[src/rtl/packet_rr_scheduler_pkg.sv]
// packet_rr_scheduler_pkg: shared scheduler state encoding, flit last-bit position and watchdog default.
package packet_rr_scheduler_pkg;
  typedef enum logic {
    IDLE   = 1'b0,
    LOCKED = 1'b1
  } sched_state_e;
  localparam int FLIT_LAST_POS = 33;
  localparam int WATCHDOG_CYC_DEF = 64;
endpackage

[src/rtl/packet_rr_scheduler_rr_pick.sv]
// packet_rr_scheduler_rr_pick: combinational round-robin picker, first request after ptr with modulo-PORT_N wrap.
module packet_rr_scheduler_rr_pick #(
  parameter int PORT_N = 5,
  localparam int SEL_W = $clog2(PORT_N)
) (
  input  logic [PORT_N-1:0] req_i,
  input  logic [SEL_W-1:0]  ptr_i,
  output logic              any_o,
  output logic [SEL_W-1:0]  idx_o
);
  logic [SEL_W-1:0] c;
  assign any_o = |req_i;
  // Scan farthest-first so the nearest requester after ptr overwrites the rest.
  always_comb begin
    c = '0;
    idx_o = '0;
    for (int k = PORT_N; k >= 1; k--) begin
      c = SEL_W'((int'(ptr_i) + k) % PORT_N);
      if (req_i[c]) idx_o = c;
    end
  end
endmodule

[src/rtl/packet_rr_scheduler.sv]
// packet_rr_scheduler: round-robin output scheduler with wormhole lock held until the owner's tail transfers.
// Define ARB_WATCHDOG_EN to add a stall watchdog that force-releases a lock after WATCHDOG_CYC idle cycles.
module packet_rr_scheduler
  import packet_rr_scheduler_pkg::*;
#(
  parameter int PORT_N = 5,
  parameter int WATCHDOG_CYC = WATCHDOG_CYC_DEF,
  localparam int SEL_W = $clog2(PORT_N)
) (
  input  logic              clk_i,
  input  logic              rst_i,
  input  logic [PORT_N-1:0] req_vld_i,
  input  logic [PORT_N-1:0] req_last_i,
  input  logic              out_rdy_i,
  output logic              out_vld_o,
  output logic [PORT_N-1:0] gnt_o,
  output logic [SEL_W-1:0]  mux_in_sel_o,
  output logic              lock_o,
  output logic              wd_fire_o
);
  if (PORT_N < 2 || PORT_N > 8 || WATCHDOG_CYC < 1) begin : g_bad_cfg
    $error("packet_rr_scheduler: PORT_N must be 2..8 and WATCHDOG_CYC >= 1");
  end
  sched_state_e state_q, state_d;
  logic [SEL_W-1:0] owner_q, owner_d, ptr_q, ptr_d, pick;
  logic any_req, locked, xfer, wd_trip;
  packet_rr_scheduler_rr_pick #(.PORT_N(PORT_N)) u_pick (
    .req_i(req_vld_i),
    .ptr_i(ptr_q),
    .any_o(any_req),
    .idx_o(pick)
  );
  assign locked = state_q == LOCKED;
  assign out_vld_o = locked & req_vld_i[owner_q];
  assign xfer = out_vld_o & out_rdy_i;
  assign gnt_o = xfer ? (PORT_N'(1) << owner_q) : '0;
  assign mux_in_sel_o = owner_q;
  assign lock_o = locked;
  always_comb begin
    state_d = state_q;
    owner_d = owner_q;
    ptr_d = ptr_q;
    if (!locked && any_req) begin
      owner_d = pick;
      state_d = LOCKED;
    end
    if ((xfer && req_last_i[owner_q]) || wd_trip) begin
      state_d = IDLE;
      ptr_d = owner_q;
    end
  end
  always_ff @(posedge clk_i) begin
    if (rst_i) begin
      state_q <= IDLE;
      owner_q <= '0;
      ptr_q <= SEL_W'(PORT_N - 1);
    end else begin
      state_q <= state_d;
      owner_q <= owner_d;
      ptr_q <= ptr_d;
    end
  end
`ifdef ARB_WATCHDOG_EN
  localparam int WD_W = $clog2(WATCHDOG_CYC + 1);
  logic [WD_W-1:0] wd_cnt_q, wd_cnt_d;
  logic wd_fire_q, wd_fire_d;
  // Trip on the stall cycle that would bring the count to WATCHDOG_CYC.
  assign wd_trip = locked & ~xfer & (wd_cnt_q == WD_W'(WATCHDOG_CYC - 1));
  always_comb begin
    wd_cnt_d = (locked && !xfer && !wd_trip) ? wd_cnt_q + 1'b1 : '0;
    wd_fire_d = wd_trip;
  end
  always_ff @(posedge clk_i) begin
    if (rst_i) begin
      wd_cnt_q <= '0;
      wd_fire_q <= 1'b0;
    end else begin
      wd_cnt_q <= wd_cnt_d;
      wd_fire_q <= wd_fire_d;
    end
  end
  assign wd_fire_o = wd_fire_q;
`else
  assign wd_trip = 1'b0;
  assign wd_fire_o = 1'b0;
`endif
endmodule
[config.mk]
export PLATFORM = sky130hd
export DESIGN_NAME = packet_rr_scheduler
export DESIGN_NICKNAME = d
export VERILOG_FILES = /design/src/rtl/packet_rr_scheduler_pkg.sv /design/src/rtl/packet_rr_scheduler_rr_pick.sv /design/src/rtl/packet_rr_scheduler.sv
export SDC_FILE = /design/constraint.sdc
export NUM_CORES = 1
export LEC_CHECK = 0
export CAP_MARGIN = 20
export CORE_MARGIN = 1.5
export CORE_UTILIZATION = 63
export DETAILED_ROUTE_END_ITERATION = 10
export PLACE_DENSITY = 0.88
export SYNTH_ARGS = -nofsm -noshare
export SYNTH_HDL_FRONTEND = slang
export SYNTH_SLANG_ARGS = --single-unit
export TNS_END_PERCENT = 10
[constraint.sdc]
create_clock -name clk_i -period 10.7 [get_ports clk_i]
set_clock_uncertainty 0.2 [all_clocks]
set_input_delay 1.605 -clock clk_i [delete_from_list [all_inputs] [get_ports clk_i]]
set_output_delay 1.605 -clock clk_i [all_outputs]
set_load 0.005 [all_outputs]
Word level (Yosys, flattened, before mapping)
Cells that the tools add are included.
- bits in registers: 7
- input bits: 13
- output and inout bits: 11
- word-level logic and storage cells: 47
- add/subtract/negate cells: 5
- divide/modulo/power cells: 5
- magnitude comparators: 6
- shift-type cells: 1
- mux-type cells: 20
- bitwise logic cells: 2
- reduce and logical (&&, ||, !) cells: 5
- operator list (operator ; count):
    32-bit by 4-bit remainder unit with 32-bit output, second input constant ; 5
    3-bit by 4-bit < comparator with 1-bit output, second input constant ; 6
    1-bit binary-select mux with 3-bit select ; 7
    3-bit 2-to-1 mux ; 5
    3-bit by 2-bit adder with 4-bit output, second input constant ; 2
    3-bit by 3-bit adder with 4-bit output, second input constant ; 2
    1-bit 2-to-1 mux ; 7
    5-bit 2-to-1 mux ; 1
    5-bit OR reduction ; 1
    1-bit by 3-bit << shifter with 5-bit output, first input constant ; 1
    3-bit by 1-bit adder with 4-bit output, second input constant ; 1
    1-bit bitwise AND ; 2
    1-bit logical AND ; 2
    2-bit OR reduction ; 1
    1-bit zero test ; 1

Longest topological paths before layout
- depth in word-level cells: 9
- gate-level depth with buffers: 19
- depth with buffers taken out: 17

Cells and area by module
Synthesis repeated with hierarchy kept, for this count alone.
- cell total of the unflattened synthesis: 283
- area, all modules: 2163.3 um^2
- by module, submodules not included (module ; instances ; cells an instance ; area each (um^2) ; sequential area each (um^2)):
    packet_rr_scheduler_rr_pick ; 1 ; 231 ; 1682.9 ; 0.0
    packet_rr_scheduler ; 1 ; 52 ; 480.5 ; 140.1

Least setup slack after synthesis
Ideal clock, no wire load.
- kind: input-to-output
- start: input port req_vld_i[1]
- end: output port gnt_o[2]
- arrival: 2932 ps
- data required time: 8895 ps
- setup slack: 5963 ps
- cell stages on the path: 7
- path buffers: 1
- path through: clkbuf_1 > mux4_2 > nand2b_1 > a21boi_1 > nand2_1 > or2_2 > nor3b_1
- cells in the longest elaborated chain, start to end: 5
- ends and longest elaborated chain (item ; line ; RTL):
    start, declared ; packet_rr_scheduler.sv:12 ; input logic [PORT_N-1:0] req_vld_i,
    1-bit binary-select mux with 3-bit select ; packet_rr_scheduler.sv:34 ; assign out_vld_o = locked & req_vld_i[owner_q];
    1-bit 2-to-1 mux (implied by the code) ; packet_rr_scheduler.sv:34 ;
    1-bit bitwise AND ; packet_rr_scheduler.sv:34 ;
    named net out_vld_o ; packet_rr_scheduler.sv:15 ; output logic out_vld_o,
    1-bit bitwise AND ; packet_rr_scheduler.sv:35 ; assign xfer = out_vld_o & out_rdy_i;
    5-bit 2-to-1 mux ; packet_rr_scheduler.sv:36 ; assign gnt_o = xfer ? (PORT_N'(1) << owner_q) : '0;
    end, declared ; packet_rr_scheduler.sv:16 ; output logic [PORT_N-1:0] gnt_o,
The timed path passes the listed nets, and every way through them passes these cells. The select of a mux whose other input is x is not followed.

Worst setup path after layout
- start: input port req_vld_i[3]
- end: output port gnt_o[2]
- cells in the longest elaborated chain, start to end: 5
- ends and longest elaborated chain (item ; line):
    1-bit binary-select mux with 3-bit select ; packet_rr_scheduler.sv:34
    1-bit 2-to-1 mux (implied by the code) ; packet_rr_scheduler.sv:34
    1-bit bitwise AND ; packet_rr_scheduler.sv:34
    1-bit bitwise AND ; packet_rr_scheduler.sv:35
    5-bit 2-to-1 mux ; packet_rr_scheduler.sv:36
Every way passes these cells. The select of a mux whose other input is x is not followed.

==> results.yml <==
layout:
  drive_above_1_share: 0.1060
  final_nets: 326
  n_antenna_cell: 0
  syn2layout_area_growth_pct: 10.54
clocking:
  cts_tree: "done"
  cts_setup_buffers: 0
  numClockSinks: 7
  ctsRootBufferMaster: "clkbuf_4"
  ctsHoldBuffers: 0
  clk_path_buf_depth: 2
  numCtsBuffers: 3
  ctsHtreeMaxLevel: 1
  ctsResizeCount: 0
  path_clk_slew_ps: 50
  clk-insertion-delay-late_ps: 250
setup_path:
  critPathSlowestCell: "clkdlybuf4s50_1"
  critPathKind: "in -> out"
  cp_common_cell: "clkdlybuf4s50_1"
  end_kind: "output pin"
  cp.arrival_ps: 4010
  worstPathRequired_ps: 8900
  crit_chain: "clkdlybuf4s50_1, mux4_2, nand2b_1, a21boi_1, nand2_1, or2_2, nor3b_1, clkdlybuf4s50_1"
  cp-startpoint: "req_vld_i[3]"
  crit_fanout: 11
  max_stage_delay_ps: 700
  rr_startpoint: "ptr_q[0]"
  start_kind: "input port"
yosys:
  syn-num-nets: 315
  synth.area.top_cells: "ha_1 16%, dfxtp_1 6.5%, mux4_2 6.3%, nor2_1 4.2%, nand2_1 3.7%"
  synthFlopType: "dfxtp_1"
  yosysTopAreaCellShare: 0.1631
  synth_most_common_cell: "ha_1"
  async_flop_share: 0
  netlist_instances: 273
  avgSynthCellArea_sq_um: 7.869
  yosysWarnings: 0
  synth_edf_count: 0
  synth.distinct_cells: 71
  synth_top_cell_by_area: "ha_1"
  synth_area_sq_um: 2148
  ys_seq_elements: 7
  yosys-top-cells-count: "28 x ha_1, 24 x nor2_1, 21 x nand2_1"
  synth-seq-area-share: 0.06523
pwr:
  pwr-share-seq: 0.224
  pwr-share-comb: 0.612
  power_density_nw_per_um2: 63.52
  intPower_mw: 0.08470
  power_mw: 0.1509
  p_leak_nw: 0.9762
  power.share.clock: 0.164
  irDropWorstVdd_v: 0.00008283
  sw_frac_of_total: 0.4385
  power_switching_mw: 0.06615
drt:
  vias: 2115
  wire_per_inst_um: 16.14
  dr.first_iter.drc_count: 206
  wl_mm: 5.309
  antenna_left: 0
  drtPass1Iterations: 5
  vias_per_cell: 6.429
  drc_errors: 0
sta:
  fin_tns_setup_ps: 0
  min_period_ps: 5814
  setup_slack_ps: 4886
  final_max_slew_viol_count: 0
  min_period_over_period: 0.5434
  worstMarginPinSlew_ps: 634.3
  hold_violations: 0
  rsz0062_at_grt: "false"
  max_freq_mhz: 172.0
  maxSlewHeadroom: 0.5716
  setup_viol: 0
min_path:
  hp-class: "reg -> reg"
  hp-start: "lock_o"
placed_design:
  place_ws_ps: 4929
  place_hpwl_mm: 4.113
  portBuffers: 22
  place.gp.congestion: 0.9415
floorplan:
  chipHeight_um: 61.40
  die_area_sq_um: 3769
  rows: 21
  die_x_um: 61.40
  start_util: 0.6489
  pin_count: 24
  coreArea_sq_um: 3311
global_routing:
  antenna_found_initial: 0
  grt_overflow: 0
  grt_pass1_wl_mm: 8.155
  grt_pass1_vias: 1782
  grt_max_degree: 36
  grtUsageTotal: 0.2848
job:
  maxCapViolations: 0
outcome:
  status: "completed"
==> power by group through the flow <==
stage	sequential [mW]	clock [mW]	combinational [mW]
finish	0.0338	0.0247	0.0924
detailed placement	0.0344	0	0.0898
floorplan	0.0303	0	0.0697
global placement	0.0341	0	0.0865
CTS	0.0338	0.0247	0.0904
global route	0.0344	0.0261	0.101
==> placed cells by master, fill, tap and decap left out, drive strengths merged, types with 7 or more instances in the layout <==
cell / synthesis / layout
nand3: 7 / 7
mux2i: 7 / 7
clkdlybuf4s50: 0 / 22
nor3: 7 / 7
dfxtp: 7 / 7
o21ai: 11 / 11
a21oi: 9 / 9
nand2b: 12 / 12
nor2: 24 / 24
inv: 20 / 20
nand2: 21 / 21
ha: 28 / 28
xnor2: 7 / 7
==> sequential cells by signal, summed over array words and instances, names as in the netlist <==
name          count
lock_o            1
ptr_q             3
mux_in_sel_o      3
==> layer usage <==
metal	share of wire	routed length, um	vias to the layer above	GRT usage
met3	0.060	320	11	0.03151
li1	-	-	1031	-
met4	0.023	121	0	0.09422
met5	0	0	-	0
met2	0.48	2567	89	0.4620
met1	0.43	2299	984	0.3956
==> metrics by stage <==
step / utilization / hold slack, ps / instances / area (sq um)
CTS: 0.7173 / 453.3 / 329 / 2375
detailed placement: 0.7094 / 431.8 / 325 / 2349
global route: 0.7173 / 480.7 / 329 / 2375
floorplan: - / 367.9 / 273 / 2148
global placement: 0.7094 / 392.6 / 325 / 2349
finish: 0.7173 / 449.1 / 329 / 2375
==> worst max-delay path, delay by kind of cell <==
family,cells,cell delay (ps)
AO/OA/AOI/OAI,1,170
buffers and inverters,2,1240
multiplexers,1,320
AND/OR/NAND/NOR,4,680
==> worst paths after layout <==
| check | to | slack (ps) | depth (start not counted) |
|---|---|---|---|
| setup / recovery | gnt_o[2] | 4890 | 8 |
| hold reg to reg | lock_o | 450 | 2 |
| setup reg to reg | mux_in_sel_o[0] | 5810 | 17 |
| hold / removal | lock_o | 450 | 2 |
==> cells by family (layout without fill, tap and decap cells) <==
logic type	count (synthesis)	after routing	share of synthesized area
simple gates	102	102	0.2481
compound gates	74	74	0.2906
buf+inv	37	47	0.07454
fa+ha+maj	29	29	0.1724
mux	15	15	0.1060
xor+xnor	8	8	0.04135
flops	7	7	0.06523
other cells	1	1	0.001746
==> cell type report <==
class	count	area [sq um]
Timing Repair Buffer	23	227.7
Clock buffer	4	26.28
Inverter	20	75.07
Multi-Input combinational cell	229	1848
Sequential cell	7	140.1
Fill cell	284	935.9
Tap cell	46	57.56
No activity file was read; power rests on OpenSTA's default activity.
==> RTL edit 1: new RTL, same settings <==
The option `ARB_WATCHDOG_EN` is turned on by a define.
--- a/src/rtl/packet_rr_scheduler.sv
+++ b/src/rtl/packet_rr_scheduler.sv
@@ -2,2 +2,4 @@
 // Define ARB_WATCHDOG_EN to add a stall watchdog that force-releases a lock after WATCHDOG_CYC idle cycles.
+`define ARB_WATCHDOG_EN
+
 module packet_rr_scheduler
Function: same outputs for any inputs over 4 cycles, from zero or initial values and one cycle with rst_i high; that may be too few to reach the edited logic, so the function may still have changed.
==> RTL edit 1 against the unedited design <==
- area after synthesis rose by 21%
- wire length up 14%
- sequential cell count up 8
- design area grew 20%
- sequential share of layout area is 4.6 points higher
- total power up 61%
- die area is 20% higher
- setup slack improved by 0.10 ns
- critical path type unchanged
- critical endpoint is now gnt_o[4]
- largest power group unchanged
==> RTL edit 1: results (changes against the unedited design) <==
Synth
  • Synth Area in XOR/XNOR: 6.08% (+1.9 points)
  • Distinct cells, synth: 77 (+8.5%)
  • Top cells by area, synth: ha_1 13%, dfxtp_1 12%, mux2i_1 6.9%
  • Post-Synth Adder-Cell Area: 13.0% (-4.2 points)
  • Post-Syn Nets: 363 (+15%)
  • Synth Area in Compound Gates: 25.7% (-3.4 points)
  • Seq/Total Area, Yosys: 11.6% (+5.0 points)
  • Asr flop ratio synth: 0% (unchanged)
  • Post-synthesis mux area share: 12.7% (+2.1 points)
  • Synth Register Bits: 15 (+8)
  • Synth warnings: 0 (unchanged)
  • Synth top cells by count: 30 x nand2_1, 29 x nor2_1, 27 x ha_1
  • Synth Cell Area: 0.00259 mm² (+21%)

Global route
  • First-pass GRT wire length: 10100 µm (+24%)
  • Largest net degree at the start of global routing: 31 (-14%)
  • Vias in the first global route: 2215 (+24%)
  • Gr usage total: 28.4% (-0.11 points)

Critical path
  • Worst setup path start: req_vld_i[1]
  • R2R Setup Slk: 5.24 ns (-0.57 ns)
  • CP max stage delay: 0.65 ns (-0.05 ns)
  • Worst r2r src: ptr_q[1]$_SDFFE_PP0P_
  • Worst Reg2Reg Path Length in Cells: 16 (-1)
  • CP endpoint: gnt_o[4]
  • Worst EP arrival: 3.91 ns (-0.10 ns)
  • FF-to-FF End: mux_in_sel_o[1]$_SDFFE_PP0P_

Drt
  • TritonRoute pass-1 iters: 4 (-1)
  • 1st-iter DRT viols: 165 (-20%)
  • Wirelength, routed: 6060 µm (+14%)
  • Via count: 2436 (+15%)
  • # DRC: 0 (unchanged)

Place
  • DP Area: 0.00280 mm² (+19%)
  • Post-DP HPWL: 4700 µm (+14%)
  • Routability cong.: 0.973 (+3.4%)
  • Port Buffers: 23 (+4.5%)

Cells and area
  • Antenna fix cells: 0 (unchanged)
  • Fraction of layout cells with a size suffix above 1: 13.0% (+2.4 points)
  • Layout clock area frac: 1.62% (+0.52 points)
  • Total Nets Final: 373 (+14%)
  • # fillers: 299 (+5.3%)
  • Clock buffers: 3 (-1)
  • Buffers outside the clock class: 24 (+4.3%)
  • Signal buffers share of area: 8.34% (-1.2 points)
  • Reg area: 300 µm² (+110%)
  • Inverters excl. clock: 21 (+5.0%)
  • Multi-input gate share of the layout cell area: 74.5% (-3.3 points)
  • Multi-input logic cell count: 268 (+17%)

Power and ir drop
  • Peak VDD IR: 0.0000745 V (-10%)
  • Static leakage: 1.08 nW (+11%)
  • Sw frac: 40.2% (-3.7 points)

Timing
  • Slew @ Worst Pin: 0.670 ns (+0.0355 ns)
  • Final worst slack: 4.99 ns (+0.0997 ns)
  • Worst hold margin: 0.253 ns (-0.196 ns)

Clock tree
  • Post-cts sizing count: 0 (unchanged)
  • Clk root buf: clkbuf_8
  • Worst skew pair latency: 0.25 ns (about the same)
  • Largest buffer count on any clock path: 2 (unchanged)

Status
  • Status: completed
## RTL edit 1: worst min path at each step
stage,startpoint,to,cells after the start
final,wd_cnt_q[0]$_SDFF_PP0_,wd_cnt_q[0]$_SDFF_PP0_,1
after global routing,wd_cnt_q[0]$_SDFF_PP0_,wd_cnt_q[0]$_SDFF_PP0_,1
after CTS,wd_cnt_q[0]$_SDFF_PP0_,wd_cnt_q[0]$_SDFF_PP0_,1
after detailed placement,wd_cnt_q[0]$_SDFF_PP0_,wd_cnt_q[0]$_SDFF_PP0_,1
after global placement,wd_cnt_q[0]$_SDFF_PP0_,wd_cnt_q[0]$_SDFF_PP0_,1
after floorplan,wd_cnt_q[0]$_SDFF_PP0_,wd_cnt_q[0]$_SDFF_PP0_,1
## RTL edit 1: worst max-delay path: cells and delay by family
kind	cells	cell delay, ns
muxes	2	0.45
buffers and inverters	2	1.24
and+or+nand+nor	2	0.61
## RTL edit 1: metrics by stage
step,instances,utilization [%]
after global placement,378,70.6
after global routing,382,71.7
final,382,71.7
after CTS,382,71.7
after detailed placement,378,70.6
after floorplan,323,-
## RTL edit 1: per-layer routing
layer,up-vias,wire length (µm),track usage [%]
li1,1212,-,-
met3,8,358,3.00
met4,0,51,6.63
met1,1135,2790,37.6
met2,81,2860,49.4
met5,-,0,0
## RTL edit 1: power groups by stage
stage	Sequential [mW]	Combinational (mW)	Clock, mW
after global placement	0.0673	0.125	0
after CTS	0.0660	0.129	0.0450
after detailed placement	0.0673	0.129	0
after floorplan	0.0623	0.105	0
final	0.0660	0.131	0.0453
after global routing	0.0669	0.144	0.0482
==> RTL edit 2: new RTL, config.mk and constraints unchanged <==
Made on the original files. `PORT_N` is set to 5 in 2 places; all go to 6.
--- a/src/rtl/packet_rr_scheduler_rr_pick.sv
+++ b/src/rtl/packet_rr_scheduler_rr_pick.sv
@@ -2,3 +2,3 @@
 module packet_rr_scheduler_rr_pick #(
-  parameter int PORT_N = 5,
+  parameter int PORT_N = 6,
   localparam int SEL_W = $clog2(PORT_N)
--- a/src/rtl/packet_rr_scheduler.sv
+++ b/src/rtl/packet_rr_scheduler.sv
@@ -5,3 +5,3 @@
 #(
-  parameter int PORT_N = 5,
+  parameter int PORT_N = 6,
   parameter int WATCHDOG_CYC = WATCHDOG_CYC_DEF,
Ports: changed (resized gnt_o, req_last_i and req_vld_i); port bits go from 24 to 27. No check against the original RTL was run, so the function may have changed too.
==> RTL edit 2 against the unedited design <==
- design area shrank 29%
- clock power grew 5%
- area after synthesis shrank 34%
- cell count shrank 31%
- largest cell class unchanged
- largest power group unchanged
- sequential cell count is the same
- total power grew 59%
- highest routed layer is now met3
- setup slack lost 0.11 ns
- wire length shrank 31%
- non-clock buffer count grew 2
==> RTL edit 2: results (changes against the unedited design) <==
Cells and area
  • # fillers: 163 (-43%)
  • Final std cells w/o fill: 226 (-31%)
  • Fraction of layout cells with a size suffix above 1: 12.1% (+1.5 points)

Drt
  • Wirelength, routed: 3650 µm (-31%)
  • 1st-iter DRT viols: 45 (-78%)
  • Vias per Instance: 6.46 (+0.49%)
  • TritonRoute pass-1 iters: 4 (-1)

Place
  • DP Area: 0.00167 mm² (-29%)
  • Routability cong.: 0.995 (+5.7%)
  • DP Cell Count: 222 (-32%)
  • Port Buffers: 25 (+14%)

Power and ir drop
  • Static leakage: 0.733 nW (-25%)
  • Peak VDD IR: 0.000128 V (+55%)

Critical path
  • FF-to-FF End: mux_in_sel_o[2]$_SDFFE_PP0P_
  • Worst EP arrival: 4.12 ns (+0.11 ns)
  • R2R Setup Slk: 6.72 ns (+0.91 ns)

Synth
  • Post-Syn Instances: 176 (-36%)
  • Post-Syn Nets: 205 (-35%)
  • Synth top cells by count: 14 x ha_1, 13 x inv_1, 12 x a21oi_1, 12 x nor2_1, 10 x mux2i_1
  • Distinct cells, synth: 61 (-14%)

Status
  • Status: completed

Timing
  • Worst hold margin: 0.342 ns (-0.107 ns)

Global route
  • First-pass GRT wire length: 5980 µm (-27%)
  • Met2 usage: 51.3% (+5.1 points)
  • GR Layer Usage met1: 41.2% (+1.6 points)
RTL edit 2: cell families (layout without fill, tap and decap cells):
group / count (synthesis) / after routing / share of synthesized area [%]
xor+xnor: 3 / 3 / 3.69
mux: 19 / 19 / 15.7
other cells: 1 / 1 / 0.263
fa+ha+maj: 14 / 14 / 12.3
buf+inv: 20 / 42 / 6.33
simple gates: 56 / 56 / 22.5
flops: 7 / 7 / 9.84
compound gates: 56 / 56 / 29.4
RTL edit 2: how the worst max path moves through the flow:
stage	endpoint	slack, ns	cells past startpoint
after floorplan	gnt_o[3]	6.10	5
after global placement	gnt_o[3]	4.99	7
after detailed placement	gnt_o[2]	4.82	7
after CTS	gnt_o[2]	4.82	7
after global routing	gnt_o[2]	4.65	7
final	gnt_o[2]	4.77	7
RTL edit 2: report_power, final:
group	total [mW]	switching (mW)	internal [mW]
Clock	0.0259	0.0115	0.0143
Sequential	0.0483	0.0176	0.0307
Combinational	0.166	0.0848	0.0816
RTL edit 2: worst register-to-register path, cell delays in order, from the launching register on:
cell and delay (ns):
dfxtp_1 0.76, inv_1 0.15, ha_1 0.34, a21o_2 0.29
ha_1 0.31, or4b_4 0.52, and3_4 0.22, a2111oi_2 0.35
a21oi_2 0.10, a311oi_1 0.29, o311a_1 0.22, o22ai_1 0.10
RTL edit 2: layout make-up:
cell class,instances,area [µm²],share of cell area (%)
multi-input cells,149,1190,70.5
repair buffers,25,250,14.8
flip-flops and latches,7,140,8.27
inverters,13,48.8,2.88
well taps,28,35.0,2.07
clock buffers,4,26.3,1.55
RTL edit 2: routing by layer:
layer,vias to the layer above,part of all wire (%)
met5,-,0
met4,0,0
met3,0,5.2
met2,55,48
met1,683,47
li1,722,-
